File: src/rtl/mem_port_arbiter4_if.sv
// Handshake bundle between the four requesters, the shared memory port and the arbiter.
// The master modport is the arbiter's view; slave is the requester/resource side.
interface mem_port_arbiter4_if;
   logic [3:0] req;
   logic       mem_ready;
   logic [1:0] sel;
   logic [3:0] gnt;
   logic       mem_valid;
   logic [3:0] done;
   logic       timeout_err;
   logic       busy;

   modport master (
      input  req,
      input  mem_ready,
      output sel,
      output gnt,
      output mem_valid,
      output done,
      output timeout_err,
      output busy
   );

   modport slave (
      output req,
      output mem_ready,
      input  sel,
      input  gnt,
      input  mem_valid,
      input  done,
      input  timeout_err,
      input  busy
   );
endinterface

File: src/rtl/mem_port_arbiter4.sv
// Round-robin arbiter/sequencer sharing one 32-bit memory port among four requesters,
// with one-hot grant, completion pulse and abort of stalled transfers.
module mem_port_arbiter4 #(
   parameter int TIMEOUT = 16,
   parameter int CNT_W   = 8
) (
   input logic                  clk,
   input logic                  rst_n,
   mem_port_arbiter4_if.master  bus
);

   localparam logic [1:0] IDLE  = 2'd0;
   localparam logic [1:0] GRANT = 2'd1;
   localparam logic [1:0] DONE  = 2'd2;

   localparam logic [CNT_W-1:0] CNT_LAST = CNT_W'(TIMEOUT - 1);

   logic [1:0]       state;
   logic [1:0]       ptr;
   logic [1:0]       idx;
   logic [CNT_W-1:0] cnt;
   logic [1:0]       winner;
   logic [1:0]       cand;
   logic             timeout_hit;

   // Walk from the highest rotated offset down so the nearest set bit at or after ptr wins.
   always_comb begin
      winner = ptr;
      cand   = ptr;
      for (int i = 3; i >= 0; i--) begin
         cand = ptr + 2'(i);
         if (bus.req[cand]) begin
            winner = cand;
         end
      end
   end

   assign timeout_hit = (TIMEOUT != 0) && (cnt == CNT_LAST);

   always_ff @(posedge clk or negedge rst_n) begin
      if (!rst_n) begin
         state           <= IDLE;
         ptr             <= 2'd0;
         idx             <= 2'd0;
         cnt             <= '0;
         bus.sel         <= 2'd0;
         bus.gnt         <= 4'b0;
         bus.mem_valid   <= 1'b0;
         bus.done        <= 4'b0;
         bus.timeout_err <= 1'b0;
         bus.busy        <= 1'b0;
      end else begin
         bus.done        <= 4'b0;
         bus.timeout_err <= 1'b0;
         case (state)
            IDLE: begin
               if (bus.req != 4'b0) begin
                  state         <= GRANT;
                  idx           <= winner;
                  bus.sel       <= winner;
                  bus.gnt       <= 4'b0001 << winner;
                  bus.mem_valid <= 1'b1;
                  bus.busy      <= 1'b1;
                  cnt           <= '0;
               end
            end
            GRANT: begin
               // A ready in the same cycle as the timeout is a normal completion.
               if (bus.mem_ready || timeout_hit) begin
                  state           <= DONE;
                  bus.gnt         <= 4'b0;
                  bus.mem_valid   <= 1'b0;
                  bus.done        <= 4'b0001 << idx;
                  bus.timeout_err <= !bus.mem_ready;
                  ptr             <= idx + 2'd1;
               end else begin
                  cnt <= cnt + 1'b1;
               end
            end
            DONE: begin
               state    <= IDLE;
               bus.busy <= 1'b0;
            end
            default: begin
               state         <= IDLE;
               bus.gnt       <= 4'b0;
               bus.mem_valid <= 1'b0;
               bus.busy      <= 1'b0;
            end
         endcase
      end
   end

   a_gnt_onehot: assert property (@(posedge clk) disable iff (!rst_n)
      $onehot0(bus.gnt));
   a_gnt_valid: assert property (@(posedge clk) disable iff (!rst_n)
      ((bus.gnt != 4'b0) == bus.mem_valid));
   a_sel_match: assert property (@(posedge clk) disable iff (!rst_n)
      ((bus.gnt != 4'b0) |-> (bus.gnt == (4'b0001 << bus.sel))));
   a_done_gnt: assert property (@(posedge clk) disable iff (!rst_n)
      !((bus.done != 4'b0) && (bus.gnt != 4'b0)));

endmodule

File: src/flat_wrapper.sv
// flat-port wrapper written by rule: the top's interface ports become plain ports
module mem_port_arbiter4_flat 
#(
   parameter int TIMEOUT = 16,
   parameter int CNT_W   = 8
)
  (clk, rst_n, bus_req, bus_mem_ready, bus_sel, bus_gnt, bus_mem_valid, bus_done, bus_timeout_err, bus_busy);
  mem_port_arbiter4_if bus_i ();
  input logic clk;
  input logic rst_n;
  input wire logic [$bits(bus_i.req)-1:0] bus_req;
  input wire logic [$bits(bus_i.mem_ready)-1:0] bus_mem_ready;
  output wire logic [$bits(bus_i.sel)-1:0] bus_sel;
  output wire logic [$bits(bus_i.gnt)-1:0] bus_gnt;
  output wire logic [$bits(bus_i.mem_valid)-1:0] bus_mem_valid;
  output wire logic [$bits(bus_i.done)-1:0] bus_done;
  output wire logic [$bits(bus_i.timeout_err)-1:0] bus_timeout_err;
  output wire logic [$bits(bus_i.busy)-1:0] bus_busy;
  assign bus_i.req = bus_req;
  assign bus_i.mem_ready = bus_mem_ready;
  assign bus_sel = bus_i.sel;
  assign bus_gnt = bus_i.gnt;
  assign bus_mem_valid = bus_i.mem_valid;
  assign bus_done = bus_i.done;
  assign bus_timeout_err = bus_i.timeout_err;
  assign bus_busy = bus_i.busy;
  mem_port_arbiter4 #(.TIMEOUT(TIMEOUT), .CNT_W(CNT_W)) u_core (.clk(clk), .rst_n(rst_n), .bus(bus_i));
endmodule
File: config.mk
export PLATFORM = sky130hd
export DESIGN_NAME = mem_port_arbiter4_flat
export DESIGN_NICKNAME = d
export VERILOG_FILES = /design/src/rtl/mem_port_arbiter4_if.sv /design/src/rtl/mem_port_arbiter4.sv /design/src/flat_wrapper.sv
export SDC_FILE = /design/constraint.sdc
export NUM_CORES = 1
export LEC_CHECK = 0
export BUFFER_PORTS_ARGS = -buffer_cell sky130_fd_sc_hd__buf_2
export CORE_UTILIZATION = 30
export CTS_BUF_LIST = sky130_fd_sc_hd__clkbuf_4 sky130_fd_sc_hd__clkbuf_8
export DETAILED_ROUTE_END_ITERATION = 7
export PLACE_DENSITY = 0.58
export SLEW_MARGIN = 40
export SYNTH_ARGS = -nofsm -noshare
export SYNTH_HDL_FRONTEND = slang
export SYNTH_SLANG_ARGS = --single-unit
File: constraint.sdc
create_clock -name clk -period 2 [get_ports clk]
set_input_delay 0.4 -clock clk [delete_from_list [all_inputs] [get_ports clk]]
set_output_delay 0.4 -clock clk [all_outputs]
set_load 0.05 [all_outputs]
-- After elaboration in Yosys (flattened, before gate mapping)
Cells that the tools add are included.
- register bits: 25
- input bits: 7
- multiplexer cells: 29
- add/subtract/negate cells: 5
- order comparisons: 4
- reduce and logical (&&, ||, !) cells: 11
- shifts and indexed selects: 2
- eq/ne operators: 6
- bitwise logic cells: 2
- operators by type and width (cell ; count):
    4-bit two-way mux ; 4
    8-bit two-way mux ; 2
    8-bit case mux with 2 select lines ; 1
    2-bit by 3-bit less-than comparator with 1-bit output, second input constant ; 4
    2-bit two-way mux ; 6
    4-bit case mux with 3 select lines ; 1
    8-bit by 1-bit adder with 8-bit output, second input constant ; 1
    1-bit binary-select mux with 2-bit select ; 4
    8-bit by 4-bit == test with 1-bit output, second input constant ; 1
    1-bit two-way mux ; 8
    2-bit AND reduction ; 4
    1-bit by 2-bit << shifter with 4-bit output, first input constant ; 2
    3-bit AND reduction ; 2
    2-bit by 1-bit adder with 2-bit output, second input constant ; 2
    2-bit adder, second input constant ; 2
    2-bit by 1-bit inequality test with 1-bit output, second input constant ; 2
    2-bit case mux with 2 select lines ; 1
    4-bit nonzero test ; 1
    1-bit case mux with 3 select lines ; 1
    2-bit by 1-bit == test with 1-bit output, second input constant ; 1
    2-bit == test, second input constant ; 1
    2-bit zero test ; 1
    2-bit inequality test, second input constant ; 1
    1-bit NOT ; 2
    4 further kinds ; 4

-- Longest topological paths before layout
Gate-level depths: netlist of the first run.
- depth after elaboration: 10
- gate-level depth with buffers: 6
- mapped depth without buffers: 5

-- Least setup slack after synthesis of the first run
OpenSTA, ideal clock, no wires.
- kind: register to register
- start point: reg u_core.cnt[0]
- end point: reg u_core.cnt[2]
- stages on the path, launching flop included: 7
- path slack: 0.484 ns
- arrival: 1.387 ns
- period minus slack after synthesis: 1.516 ns
- path buffers: 1
- cell sequence: dfrtp_1 -> ha_1 -> and3_1 -> a211o_1 -> buf_4 -> o211ai_1 -> o31ai_1
- cells in the longest elaborated chain, start to end: 4
- elaborated cells between the ends (all ways): 7
- classes of those cells: add/sub: 1; eq/ne: 2; mux: 2; reduce/logical: 2
- RTL lines (element ; RTL line ; RTL):
    start: declaration ; mem_port_arbiter4.sv:21 ; logic [CNT_W-1:0] cnt;
    start signal: assignment ; mem_port_arbiter4.sv:77 ; cnt <= cnt + 1'b1;
    branches (longest 4 deep; another with 8-bit by 1-bit adder with 8-bit output) ; -- ;
Parallel ways; which one is timed is not known. The select of a mux whose other input is x is not followed.
A chain may end at the register's enable or synchronous reset.

-- Final worst setup path of the first run
- start point: reg u_core.cnt[4]
- end point: reg u_core.bus.gnt[2]
- cells in the longest elaborated chain, start to end: 4
- RTL lines (element ; RTL line ; RTL):
    8-bit by 4-bit == test with 1-bit output ; mem_port_arbiter4.sv:38 ; assign timeout_hit = (TIMEOUT != 0) && (cnt == CNT_LAST);
    1-bit logical OR ; mem_port_arbiter4.sv:69 ; if (bus.mem_ready || timeout_hit) begin
    2-bit by 1-bit inequality test with 1-bit output (no line) ; -- ;
    3-bit AND reduction (no line) ; -- ;
    end signal: assignment ; mem_port_arbiter4.sv:61 ; bus.gnt <= 4'b0001 << winner;
    end: declaration ; mem_port_arbiter4_if.sv:17 ; output gnt,
Every way passes these cells.

==> flow_results.xml, run 1 <==
<?xml version="1.0" encoding="UTF-8"?>
<metrics>
  <group name="sta">
    <metric name="report.final.setup_viol" unit="">0</metric>
    <metric name="fmax" unit="MHz">603.2</metric>
    <metric name="grt_setup_unrepaired" unit="">false</metric>
    <metric name="worst_pin_slew" unit="ps">567.1</metric>
    <metric name="share_of_the_clock_period_used_by_the_worst_path" unit="%">82.89</metric>
    <metric name="skew" unit="ps">1.988</metric>
    <metric name="final_hold_viol_count" unit="">0</metric>
    <metric name="hold_ws" unit="ps">108.4</metric>
    <metric name="worst_slew_margin_relative_to_its_limit" unit="%">61.99</metric>
    <metric name="final-max-slew-violation-count" unit="">0</metric>
    <metric name="fin_tns_setup" unit="ps">0</metric>
    <metric name="timing.final.crit_period" unit="ps">1658</metric>
  </group>
  <group name="layout">
    <metric name="final_nets" unit="">144</metric>
    <metric name="final-instance-count-excl-fill" unit="">179</metric>
    <metric name="layout.filler_cells" unit="">369</metric>
    <metric name="post-route-util" unit="%">37.43</metric>
    <metric name="layout-drive-gt1-share" unit="%">24.43</metric>
    <metric name="final_area" unit="sq mm">0.001411</metric>
    <metric name="antenna-diode-count" unit="">0</metric>
    <metric name="areaGrowthSynthToFinish" unit="%">15.46</metric>
  </group>
  <group name="cts">
    <metric name="post_cts_buffers" unit="">0</metric>
    <metric name="cts.htree.levels" unit="">1</metric>
    <metric name="ctsResizeCount" unit="">0</metric>
    <metric name="cts.sink_count" unit="">25</metric>
    <metric name="root_buffer" unit="">clkbuf_8</metric>
    <metric name="clock_insertion_delay_worst_skew" unit="ps">260</metric>
    <metric name="cts.path.max_buffers" unit="">2</metric>
    <metric name="clk_transition_reported_paths" unit="ps">80</metric>
    <metric name="cts_hold_repair.buffers" unit="">0</metric>
    <metric name="tritoncts" unit="">done</metric>
    <metric name="number_of_clock_buffers_inserted_by_tritoncts" unit="">3</metric>
  </group>
  <group name="floorplanning">
    <metric name="ioPinCount" unit="">20</metric>
    <metric name="chipHeight" unit="um">65.84</metric>
    <metric name="placement_rows" unit="">22</metric>
    <metric name="dieWidth" unit="um">65.84</metric>
    <metric name="initial_utilization" unit="%">32.42</metric>
    <metric name="design.core.area" unit="sq mm">0.003771</metric>
    <metric name="floorplan.die_area" unit="sq mm">0.004334</metric>
  </group>
  <group name="logic_synthesis">
    <metric name="ys_ff_latch" unit="">25</metric>
    <metric name="postSynth.asyncResetShare" unit="%">100.0</metric>
    <metric name="netlist_top_cells_area" unit="">dfrtp_1 51%, ha_1 5.1%, o21ai_0 2.5%</metric>
    <metric name="avg_synthesized_cell_area" unit="sq um">11.11</metric>
    <metric name="synth_area" unit="sq mm">0.001222</metric>
    <metric name="post_synth_num_cell_types" unit="">43</metric>
    <metric name="synth_sequential_area_ratio" unit="%">51.18</metric>
    <metric name="dominant_register_cell_in_the_synthesized_netlist" unit="">dfrtp_1</metric>
    <metric name="synth_most_common_cell" unit="">dfrtp_1</metric>
    <metric name="post_synth_edffs" unit="">0</metric>
    <metric name="yosys_warnings" unit="">0</metric>
    <metric name="postSynthCellCount" unit="">110</metric>
    <metric name="synth.net_count" unit="">122</metric>
    <metric name="synth_top_area_share" unit="%">51.18</metric>
    <metric name="netlist.top_cell.by_area" unit="">dfrtp_1</metric>
    <metric name="yosys-top-cells-count" unit="">25 x dfrtp_1, 6 x inv_1, 6 x nor2_1, 6 x o21ai_0</metric>
  </group>
  <group name="power_and_ir_drop">
    <metric name="worst_ir_drop_vdd" unit="V">0.0008167</metric>
    <metric name="leakage_power" unit="nW">0.6646</metric>
    <metric name="seq_power_share" unit="%">40.7</metric>
    <metric name="comb_power_share" unit="%">44.5</metric>
    <metric name="power.share.clock" unit="%">14.8</metric>
    <metric name="switching_power_as_a_share_of_total_power" unit="%">46.84</metric>
    <metric name="design_internal_power" unit="mW">1.041</metric>
    <metric name="power.switching" unit="uW">917.6</metric>
    <metric name="power.density" unit="mW/mm^2">1388</metric>
  </group>
  <group name="job">
    <metric name="max-cap-violations" unit="">0</metric>
  </group>
  <group name="min_path">
    <metric name="min_path_type" unit="">in -&gt; async</metric>
  </group>
  <group name="drt">
    <metric name="drt_first_iter_violations" unit="">18</metric>
    <metric name="totalWireLength" unit="um">2219</metric>
    <metric name="post_drt_via_cell_ratio" unit="">4.939</metric>
    <metric name="routed_length_per_placed_instance" unit="um">12.40</metric>
    <metric name="drtPass1Iterations" unit="">4</metric>
    <metric name="drc" unit="">0</metric>
    <metric name="detail-route-antenna-nets" unit="">0</metric>
    <metric name="vias" unit="">884</metric>
  </group>
  <group name="worst_setup_path">
    <metric name="path_max_fanout" unit="">10</metric>
    <metric name="r2r-start" unit="">u_core.cnt[4]</metric>
    <metric name="end_kind" unit="">flop</metric>
    <metric name="r2r_end" unit="">u_core.bus.gnt[2]</metric>
    <metric name="worstPathRequired" unit="ps">2160</metric>
    <metric name="worst_r2r_path_depth" unit="">4</metric>
    <metric name="crit_path_start_kind" unit="">flop</metric>
    <metric name="worst_ep_arrival_time" unit="ps">1810</metric>
    <metric name="r2r_setup_slack" unit="ps">340</metric>
    <metric name="worst-setup-path-type" unit="">reg -&gt; reg</metric>
  </group>
  <group name="grt">
    <metric name="grt_max_degree" unit="">26</metric>
    <metric name="via_count_of_the_first_global_routing_pass" unit="">886</metric>
    <metric name="grt_first_pass_wirelength" unit="um">3981</metric>
    <metric name="grt_use_total" unit="%">11.99</metric>
    <metric name="antenna_violations_before_repair" unit="">0</metric>
    <metric name="gr-total-overflow" unit="">0</metric>
  </group>
  <group name="status">
    <metric name="status" unit="">finished clean</metric>
  </group>
  <group name="placed_design">
    <metric name="finalWeightedCongestion" unit="">0.7977</metric>
    <metric name="hpwl" unit="um">1673</metric>
    <metric name="buffer_ports.inserted" unit="">19</metric>
    <metric name="postPlaceCellArea" unit="sq mm">0.001365</metric>
    <metric name="post-place-cells" unit="">175</metric>
  </group>
</metrics>
-- stage by stage --
stage / setup WS, ps / power, mW
floorplan: 483.6 / 1.466
global placement: 328.9 / 1.677
detailed placement: 231.9 / 1.685
CTS: 322.0 / 1.991
global route: 174.1 / 2.112
finish: 342.2 / 1.959
-- state kept, by name (all words and copies together), names as in the netlist --
register,cells
u_core.idx,2
u_core.bus.timeout_err,1
u_core.bus.mem_valid,1
u_core.bus.gnt,4
u_core.ptr,2
u_core.bus.done,4
u_core.bus.busy,1
u_core.state,2
u_core.cnt,8
-- cells in the final DEF (no fill, tap or decap), drive strengths merged --
cell type and instances:
a211o 1, and3 1, a22o 2, or3 3, ha 5, nand2b 3
nand2 5, mux2i 1, nand3 3, and2 4, a21oi 4, a21boi 1
nor2 7, mux2 1, inv 6, nor3b 1, o2bb2ai 2, buf 19
a21o 1, o311ai 1, nor3 2, o22a 2, xnor2 3, o22ai 1
nor2b 3, nor4 4, clkinv 1, o21bai 1, clkbuf 3, nand4 2
o21ai 8, o211ai 2, a31oi 1, o31ai 2, dfrtp 25
-- power by group through the flow --
stage          Combinational, mW  Clock (mW)  Sequential (mW)
2_1_floorplan              0.378           0             1.09
5_1_grt                    0.957       0.329            0.826
3_3_place_gp               0.872           0            0.805
3_5_place_dp               0.879           0            0.806
6_report                   0.871       0.290            0.797
4_1_cts                    0.884       0.308            0.800
-- final cells by class --
cell class	instances	area [sq um]	share of cell area, %
well taps	48	60.06	4.255
inverters	6	22.52	1.596
clock inverters	1	5.005	0.3546
multi-input cells	77	561.8	39.81
repair buffers	19	95.09	6.738
flip-flops and latches	25	625.6	44.33
clock buffers	3	41.29	2.926
-- metal layers --
metal | up-vias | global-route usage [%] | wire length, um
li1 | 440 | - | -
met1 | 417 | 16.77 | 1071
met2 | 25 | 17.73 | 998
met3 | 2 | 4.310 | 141
met4 | 0 | 2.174 | 8
met5 | - | 0 | 0
-- kinds of logic after synthesis --
logic type / count (synthesis) / synth area share (%)
mux: 2 / 1.740
xor+xnor: 3 / 2.150
buf+inv: 8 / 2.866
flops: 25 / 51.18
simple gates: 38 / 20.37
compound gates: 29 / 16.58
fa+ha+maj: 5 / 5.118
-- how the worst max path moves through the flow --
| stage | start | end | slack (ps) | cells past startpoint |
|---|---|---|---|---|
| finish | u_core.cnt[4] | u_core.bus.gnt[2] | 340 | 4 |
| global route | u_core.cnt[5] | u_core.bus.gnt[2] | 170 | 4 |
| CTS | u_core.cnt[4] | u_core.bus.gnt[2] | 320 | 4 |
| detailed placement | bus_req[2] | u_core.bus.gnt[2] | 230 | 5 |
| global placement | bus_req[2] | u_core.bus.gnt[2] | 330 | 5 |
| floorplan | u_core.cnt[0] | u_core.cnt[2] | 480 | 6 |
-- worst max-delay path: stages, from the launching register on --
cell,delay (ps)
dfrtp_1,440
nor4_4,360
a211o_1,350
o21ai_2,150
a22o_1,250
Note: power is estimated with default switching activity, not from simulation.
==> inputs of run 2 (changes only) <==
ABC_AREA = 1   (was unset)
PLACE_DENSITY = 0.59   (was 0.58)
clock period = 1.4 ns   (was 2 ns; I/O delays follow)
==> run 2 against run 1 <==
The run now ends with negative hold slack, negative setup slack left; largest cell class is now multi-input combinational cells; critical path type unchanged; synthesized cell count increased by 67%; critical path depth increased by 5; wire length increased by 41%; clock-buffer cell count unchanged; total power increased by 110%; fmax increased by 10%; worst hold slack got worse by 130 ps; non-clock buffer count increased by 26; core utilization increased by 6.4 points; design area increased by 36%; combinational power increased to 2.9 times the previous value.
==> flow_results.xml, run 2 <==
<?xml version="1.0" encoding="UTF-8"?>
<metrics>
  <group name="layout">
    <metric name="layout.cells.most_common" unit="">nand2_1</metric>
    <metric name="layout.filler_cells" unit="">442</metric>
    <metric name="mostFrequentLayoutCells" unit="">44 x nand2_1, 27 x nand2_2, 25 x inv_1, 25 x buf_4, 24 x dfrtp_1</metric>
    <metric name="antenna-diode-count" unit="">0</metric>
    <metric name="final_area" unit="sq mm">0.001919</metric>
    <metric name="largest_regs" unit="">u_core.cnt: 8 flops, u_core.bus.done: 4 flops, u_core.bus.gnt: 4 flops</metric>
    <metric name="largest_register_by_flop_count" unit="">u_core.cnt</metric>
    <metric name="final-instance-count-excl-fill" unit="">285</metric>
    <metric name="largest_reg_flops" unit="">8</metric>
    <metric name="areaGrowthSynthToFinish" unit="%">39.20</metric>
    <metric name="final_nets" unit="">246</metric>
    <metric name="layout-drive-gt1-share" unit="%">42.49</metric>
  </group>
  <group name="logic_synthesis">
    <metric name="synth.net_count" unit="">196</metric>
    <metric name="postSynthCellCount" unit="">184</metric>
    <metric name="synth_top_area_share" unit="%">45.37</metric>
    <metric name="post_synth_num_cell_types" unit="">18</metric>
    <metric name="post_synth_edffs" unit="">0</metric>
    <metric name="postSynth.asyncResetShare" unit="%">100.0</metric>
    <metric name="netlist.top_cell.by_area" unit="">dfrtp_1</metric>
    <metric name="synth_most_common_cell" unit="">nand2_1</metric>
    <metric name="avg_synthesized_cell_area" unit="sq um">7.494</metric>
    <metric name="ys_ff_latch" unit="">25</metric>
    <metric name="synth_sequential_area_ratio" unit="%">45.37</metric>
    <metric name="yosys-top-cells-count" unit="">69 x nand2_1, 25 x dfrtp_1, 25 x inv_1</metric>
    <metric name="synth_area" unit="sq mm">0.001379</metric>
    <metric name="dominant_register_cell_in_the_synthesized_netlist" unit="">dfrtp_1</metric>
    <metric name="netlist_top_cells_area" unit="">dfrtp_1 45%, nand2_1 19%, inv_1 6.8%</metric>
    <metric name="yosys_warnings" unit="">0</metric>
  </group>
  <group name="min_path">
    <metric name="min_path_type" unit="">in -&gt; async</metric>
  </group>
  <group name="floorplanning">
    <metric name="initial_utilization" unit="%">31.45</metric>
    <metric name="chipHeight" unit="um">69.80</metric>
    <metric name="design.core.area" unit="sq mm">0.004384</metric>
    <metric name="placement_rows" unit="">24</metric>
    <metric name="ioPinCount" unit="">20</metric>
    <metric name="floorplan.die_area" unit="sq mm">0.004871</metric>
    <metric name="dieWidth" unit="um">69.80</metric>
  </group>
  <group name="placed_design">
    <metric name="buffer_ports.inserted" unit="">19</metric>
    <metric name="finalWeightedCongestion" unit="">0.8303</metric>
    <metric name="postPlaceCellArea" unit="sq mm">0.001685</metric>
    <metric name="hpwl" unit="um">2246</metric>
    <metric name="post-place-cells" unit="">274</metric>
    <metric name="placement_stage_worst_setup_slack" unit="ps">-98.43</metric>
  </group>
  <group name="cts">
    <metric name="clock_insertion_delay_worst_skew" unit="ps">270</metric>
    <metric name="number_of_clock_buffers_inserted_by_tritoncts" unit="">3</metric>
    <metric name="cts.path.max_buffers" unit="">2</metric>
    <metric name="root_buffer" unit="">clkbuf_8</metric>
    <metric name="tritoncts" unit="">done</metric>
    <metric name="cts.htree.levels" unit="">1</metric>
    <metric name="clk_transition_reported_paths" unit="ps">90</metric>
    <metric name="cts.sink_count" unit="">25</metric>
    <metric name="cts_hold_repair.buffers" unit="">0</metric>
  </group>
  <group name="sta">
    <metric name="hold_ws" unit="ps">-20.16</metric>
    <metric name="final_critical_path_setup_slack" unit="ps">-103.1</metric>
    <metric name="fin_tns_setup" unit="ps">-913.7</metric>
    <metric name="final-max-slew-violation-count" unit="">0</metric>
    <metric name="worst_slew_margin_relative_to_its_limit" unit="%">63.18</metric>
    <metric name="grt_setup_unrepaired" unit="">true</metric>
    <metric name="final_hold_viol_count" unit="">25</metric>
    <metric name="worst_pin_slew" unit="ps">552.3</metric>
    <metric name="fmax" unit="MHz">665.3</metric>
    <metric name="skew" unit="ps">12.09</metric>
    <metric name="timing.final.crit_period" unit="ps">1503</metric>
    <metric name="report.final.setup_viol" unit="">16</metric>
    <metric name="share_of_the_clock_period_used_by_the_worst_path" unit="%">107.4</metric>
  </group>
  <group name="worst_setup_path">
    <metric name="r2r_setup_slack" unit="ps">-100</metric>
    <metric name="worstPathRequired" unit="ps">1620</metric>
    <metric name="path_max_fanout" unit="">5</metric>
    <metric name="timing.critical_path.from" unit="">u_core.cnt[1]</metric>
    <metric name="r2r-start" unit="">u_core.cnt[1]</metric>
    <metric name="worst-setup-path-type" unit="">reg -&gt; reg</metric>
    <metric name="worst_ep_arrival_time" unit="ps">1720</metric>
    <metric name="crit_path_start_kind" unit="">flop</metric>
    <metric name="end_kind" unit="">flop</metric>
    <metric name="worst_r2r_path_depth" unit="">9</metric>
  </group>
  <group name="drt">
    <metric name="drc" unit="">0</metric>
    <metric name="post_drt_via_cell_ratio" unit="">4.502</metric>
    <metric name="totalWireLength" unit="um">3126</metric>
    <metric name="detail-route-antenna-nets" unit="">0</metric>
    <metric name="vias" unit="">1283</metric>
    <metric name="drt_first_iter_violations" unit="">32</metric>
    <metric name="routed_length_per_placed_instance" unit="um">10.97</metric>
    <metric name="drtPass1Iterations" unit="">4</metric>
  </group>
  <group name="status">
    <metric name="status" unit="">finished with violations</metric>
    <metric name="failing_checks" unit="">negative hold slack, negative setup slack</metric>
  </group>
  <group name="power_and_ir_drop">
    <metric name="power.density" unit="mW/mm^2">2117</metric>
    <metric name="worst_ir_drop_vdd" unit="V">0.001106</metric>
    <metric name="leakage_power" unit="nW">1.083</metric>
  </group>
  <group name="grt">
    <metric name="via_count_of_the_first_global_routing_pass" unit="">1200</metric>
    <metric name="antenna_violations_before_repair" unit="">0</metric>
    <metric name="gr-total-overflow" unit="">0</metric>
    <metric name="grt_max_degree" unit="">26</metric>
    <metric name="grt_use_total" unit="%">13.18</metric>
    <metric name="grt_first_pass_wirelength" unit="um">5202</metric>
  </group>
  <group name="job">
    <metric name="max-cap-violations" unit="">0</metric>
  </group>
</metrics>
-- run 2: cell types whose count changed in the layout (fill, tap and decap cells not counted), moves of 4 or more --
cell,previous run,this run
nand2_1,5,44
nand2_2,0,27
buf_4,0,25
inv_1,6,25
nor2_1,6,14
nand3_2,0,6
and2_1,4,0
nand2_4,0,4
nand4_1,2,6
xor2_1,0,4
-- run 2: stage by stage --
step	util (%)	total power [mW]	hold slack, ps
2_1_floorplan	-	2.495	-15.59
3_3_place_gp	38.44	3.125	311.0
3_5_place_dp	38.44	3.139	311.4
4_1_cts	40.84	3.747	7.384
5_1_grt	43.78	4.407	30.83
6_report	43.78	4.063	-20.16
-- run 2: cell families after synthesis --
group	Yosys count	share of synthesized area, %
xor+xnor	4	2.541
compound gates	12	4.628
fa+ha+maj	5	4.537
simple gates	108	33.85
buf+inv	30	9.074
flops	25	45.37
-- run 2: path summary, 6_finish.rpt --
check / endpoint
worst max-delay path: u_core.cnt[7]
worst min-delay path: u_core.cnt[4]
worst max register to register: u_core.cnt[7]
worst min register to register: u_core.bus.mem_valid
max in group asynchronous: u_core.ptr[0]
min in group clk: u_core.bus.timeout_err
-- run 2: worst max-delay path: stages, from the launching register on --
cell and delay (ps):
dfrtp_1 400, ha_2 200, nand3_2 80, nor3_2 50, a21oi_2 230, nand2_4 140
buf_6 150, nand2_4 80, nand2_1 70, nand2_1 60
-- run 2: final cells by class --
class / instances / area (sq um) / share of cell area (%)
Tap cell: 52 / 65.06 / 3.390
Sequential cell: 25 / 626.9 / 32.66
Timing Repair Buffer: 45 / 294.0 / 15.32
Multi-Input combinational cell: 130 / 768.2 / 40.03
Inverter: 29 / 116.4 / 6.063
Clock inverter: 1 / 7.507 / 0.3911
Clock buffer: 3 / 41.29 / 2.151
-- run 2: where the power goes --
| part | total, mW | switching (mW) | internal, mW |
|---|---|---|---|
| clock | 0.431 | 0.230 | 0.202 |
| sequential | 1.07 | 0.158 | 0.913 |
| combinational | 2.56 | 1.64 | 0.920 |
| total | 4.06 | 2.03 | 2.03 |
-- run 2: layer usage --
layer	wire length (um)	vias up	global-route usage, %
met5	0	-	0
met4	44	0	3.333
met3	90	6	2.616
met2	1382	23	20.51
met1	1609	589	18.72
li1	-	665	-
-- run 2: timing repair --
item | CTS | global route
setup buffers | 2 | 4
hold endpoints to repair | 0 | 0
pin swaps | 3 | 2
cloned | 1 | 0
resized for setup | 8 | 35
setup endpoints to repair | 17 | 23
==> inputs of run 3 (changes only) <==
GPL_TIMING_DRIVEN = 0   (was unset)
PLACE_DENSITY = unset   (was 0.59)
PLACE_DENSITY_LB_ADDON = 0.15   (was unset)
==> run 3 against run 2 <==
The flow still finishes with violations (negative hold slack, negative setup slack); wire length down 0.16%; setup slack worse by 18 ps; design area is 3.7% lower; clock skew shrank 10 ps; first-iteration DRC count decreased by 13%; critical path depth shrank 1; highest routed layer unchanged.
==> flow_results.xml, run 3 (synthesis results as in run 2) <==
<?xml version="1.0" encoding="UTF-8"?>
<metrics>
  <group name="status">
    <metric name="status" unit="">finished with violations</metric>
    <metric name="failing_checks" unit="">negative hold slack, negative setup slack</metric>
  </group>
  <group name="sta">
    <metric name="skew" unit="ps">1.933</metric>
    <metric name="report.final.setup_viol" unit="">16</metric>
    <metric name="share_of_the_clock_period_used_by_the_worst_path" unit="%">108.6</metric>
    <metric name="hold_ws" unit="ps">-4.357</metric>
    <metric name="timing.final.crit_period" unit="ps">1521</metric>
    <metric name="grt_setup_unrepaired" unit="">true</metric>
    <metric name="fmax" unit="MHz">657.5</metric>
    <metric name="final_hold_viol_count" unit="">13</metric>
    <metric name="final_critical_path_setup_slack" unit="ps">-120.9</metric>
    <metric name="final-max-slew-violation-count" unit="">0</metric>
    <metric name="worst_slew_margin_relative_to_its_limit" unit="%">61.55</metric>
    <metric name="worst_pin_slew" unit="ps">576.7</metric>
  </group>
  <group name="placed_design">
    <metric name="placement_stage_worst_setup_slack" unit="ps">-195.3</metric>
    <metric name="finalWeightedCongestion" unit="">0.8257</metric>
    <metric name="postPlaceCellArea" unit="sq mm">0.001546</metric>
    <metric name="hpwl" unit="um">2090</metric>
    <metric name="buffer_ports.inserted" unit="">19</metric>
  </group>
  <group name="cts">
    <metric name="root_buffer" unit="">clkbuf_8</metric>
    <metric name="clock_insertion_delay_worst_skew" unit="ps">270</metric>
    <metric name="cts.sink_count" unit="">25</metric>
    <metric name="cts_hold_repair.buffers" unit="">0</metric>
    <metric name="clk_transition_reported_paths" unit="ps">90</metric>
    <metric name="tritoncts" unit="">done</metric>
    <metric name="number_of_clock_buffers_inserted_by_tritoncts" unit="">3</metric>
    <metric name="cts.path.max_buffers" unit="">2</metric>
    <metric name="cts.htree.levels" unit="">1</metric>
  </group>
  <group name="power_and_ir_drop">
    <metric name="worst_ir_drop_vdd" unit="V">0.0009749</metric>
    <metric name="power.switching" unit="mW">2.060</metric>
    <metric name="switching_power_as_a_share_of_total_power" unit="%">52.12</metric>
    <metric name="design_internal_power" unit="mW">1.892</metric>
    <metric name="leakage_power" unit="nW">1.006</metric>
    <metric name="power.share.clock" unit="%">11.1</metric>
    <metric name="seq_power_share" unit="%">27.0</metric>
    <metric name="power.density" unit="mW/mm^2">2138</metric>
    <metric name="comb_power_share" unit="%">61.8</metric>
  </group>
  <group name="job">
    <metric name="max-cap-violations" unit="">0</metric>
  </group>
  <group name="grt">
    <metric name="grt_max_degree" unit="">26</metric>
    <metric name="via_count_of_the_first_global_routing_pass" unit="">1248</metric>
    <metric name="gr-total-overflow" unit="">0</metric>
    <metric name="grt_use_total" unit="%">14.00</metric>
    <metric name="antenna_violations_before_repair" unit="">0</metric>
    <metric name="grt_first_pass_wirelength" unit="um">5478</metric>
  </group>
  <group name="floorplanning">
    <metric name="design.core.area" unit="sq mm">0.004384</metric>
    <metric name="dieWidth" unit="um">69.80</metric>
    <metric name="chipHeight" unit="um">69.80</metric>
    <metric name="initial_utilization" unit="%">31.45</metric>
    <metric name="placement_rows" unit="">24</metric>
    <metric name="ioPinCount" unit="">20</metric>
    <metric name="floorplan.die_area" unit="sq mm">0.004871</metric>
  </group>
  <group name="layout">
    <metric name="largest_register_by_flop_count" unit="">u_core.cnt</metric>
    <metric name="mostFrequentLayoutCells" unit="">44 x nand2_1, 26 x nand2_2, 25 x inv_1, 24 x dfrtp_1, 19 x buf_2</metric>
    <metric name="areaGrowthSynthToFinish" unit="%">34.03</metric>
    <metric name="final_nets" unit="">229</metric>
    <metric name="layout.cells.most_common" unit="">nand2_1</metric>
    <metric name="largest_regs" unit="">u_core.cnt: 8 flops, u_core.bus.done: 4 flops, u_core.bus.gnt: 4 flops</metric>
    <metric name="antenna-diode-count" unit="">0</metric>
    <metric name="largest_reg_flops" unit="">8</metric>
    <metric name="post-route-util" unit="%">42.15</metric>
    <metric name="layout-drive-gt1-share" unit="%">39.35</metric>
    <metric name="layout.filler_cells" unit="">443</metric>
    <metric name="final_area" unit="sq mm">0.001848</metric>
  </group>
  <group name="drt">
    <metric name="totalWireLength" unit="um">3121</metric>
    <metric name="drc" unit="">0</metric>
    <metric name="drt_first_iter_violations" unit="">28</metric>
    <metric name="detail-route-antenna-nets" unit="">0</metric>
    <metric name="routed_length_per_placed_instance" unit="um">11.65</metric>
    <metric name="post_drt_via_cell_ratio" unit="">4.660</metric>
    <metric name="vias" unit="">1249</metric>
    <metric name="drtPass1Iterations" unit="">4</metric>
  </group>
  <group name="worst_setup_path">
    <metric name="worstPathRequired" unit="ps">1570</metric>
    <metric name="worst_ep_arrival_time" unit="ps">1690</metric>
    <metric name="worst-setup-path-type" unit="">reg -&gt; reg</metric>
    <metric name="end_kind" unit="">flop</metric>
    <metric name="crit_path_start_kind" unit="">flop</metric>
    <metric name="path_max_fanout" unit="">5</metric>
  </group>
  <group name="min_path">
    <metric name="min_path_type" unit="">in -&gt; async</metric>
  </group>
</metrics>
run 3: cell count changes in the layout (fill, tap and decap cells not counted), moves of 2 or more:
cell / delta
buf_4: -17
nor2_1: -4
nor2_2: +4
a21oi_2: -2
inv_2: -2
run 3: area by class of cell:
class                           count  area (sq um)  area share [%]
Timing Repair Buffer               27         155.1           8.395
Sequential cell                    25         626.9           33.92
Multi-Input combinational cell    130         812.0           43.94
Tap cell                           52         65.06           3.521
Clock inverter                      1         5.005          0.2708
Clock buffer                        3         41.29           2.234
Buffer                              1         11.26          0.6093
Inverter                           29         131.4           7.109
run 3: stage by stage:
step | hold WS, ps | setup TNS (ps) | power (mW) | std cells
after CTS | 16.70 | -751.8 | 3.657 | 266
after global routing | 32.10 | -2621 | 4.276 | 268
after detailed placement | 318.2 | -2961 | 2.895 | 255
after floorplan | -15.59 | -2.387 | 2.495 | 184
final | -4.357 | -1149 | 3.952 | 268
after global placement | 319.5 | -2581 | 2.907 | 255
run 3: what timing repair did:
action / in CTS / in global routing
pin swaps: 5 / 14
gates cloned: 1 / 0
setup endpoints to repair: 22 / 19
gates resized for setup: 19 / 34
setup buffers: 6 / 2
run 3: critical path, cell delays in order, from the launching register on:
cell and delay (ps):
dfrtp_1 410, ha_4 170, nand3_4 70, nor3_4 230, a21oi_4 100, nand2_4 150
nand2_8 90, a21oi_2 140, nor2_1 50
run 3: worst paths after layout:
path,from,endpoint,cells after the start,slack (ps)
min in group clk,bus_mem_ready,u_core.bus.timeout_err,2,200
max in group asynchronous,rst_n,u_core.ptr[1],1,1000
max reg2reg,u_core.cnt[1],u_core.cnt[3],8,-120
max,u_core.cnt[1],u_core.cnt[3],8,-120
min reg2reg,u_core.bus.mem_valid,u_core.bus.mem_valid,2,480
min,rst_n,u_core.state[0],1,-4
run 3: power by group through the flow:
stage / clock (mW) / combinational [mW] / sequential [mW]
2_1_floorplan: 0 / 1.10 / 1.39
3_3_place_gp: 0 / 1.84 / 1.07
3_5_place_dp: 0 / 1.83 / 1.06
4_1_cts: 0.459 / 2.14 / 1.06
5_1_grt: 0.480 / 2.70 / 1.10
6_report: 0.440 / 2.44 / 1.07
run 3: layer usage:
layer,routed length (um),vias up,track usage (%)
met4,11,0,2.000
met2,1660,10,26.28
li1,-,637,-
met3,69,2,3.052
met5,0,-,0
met1,1381,600,16.48
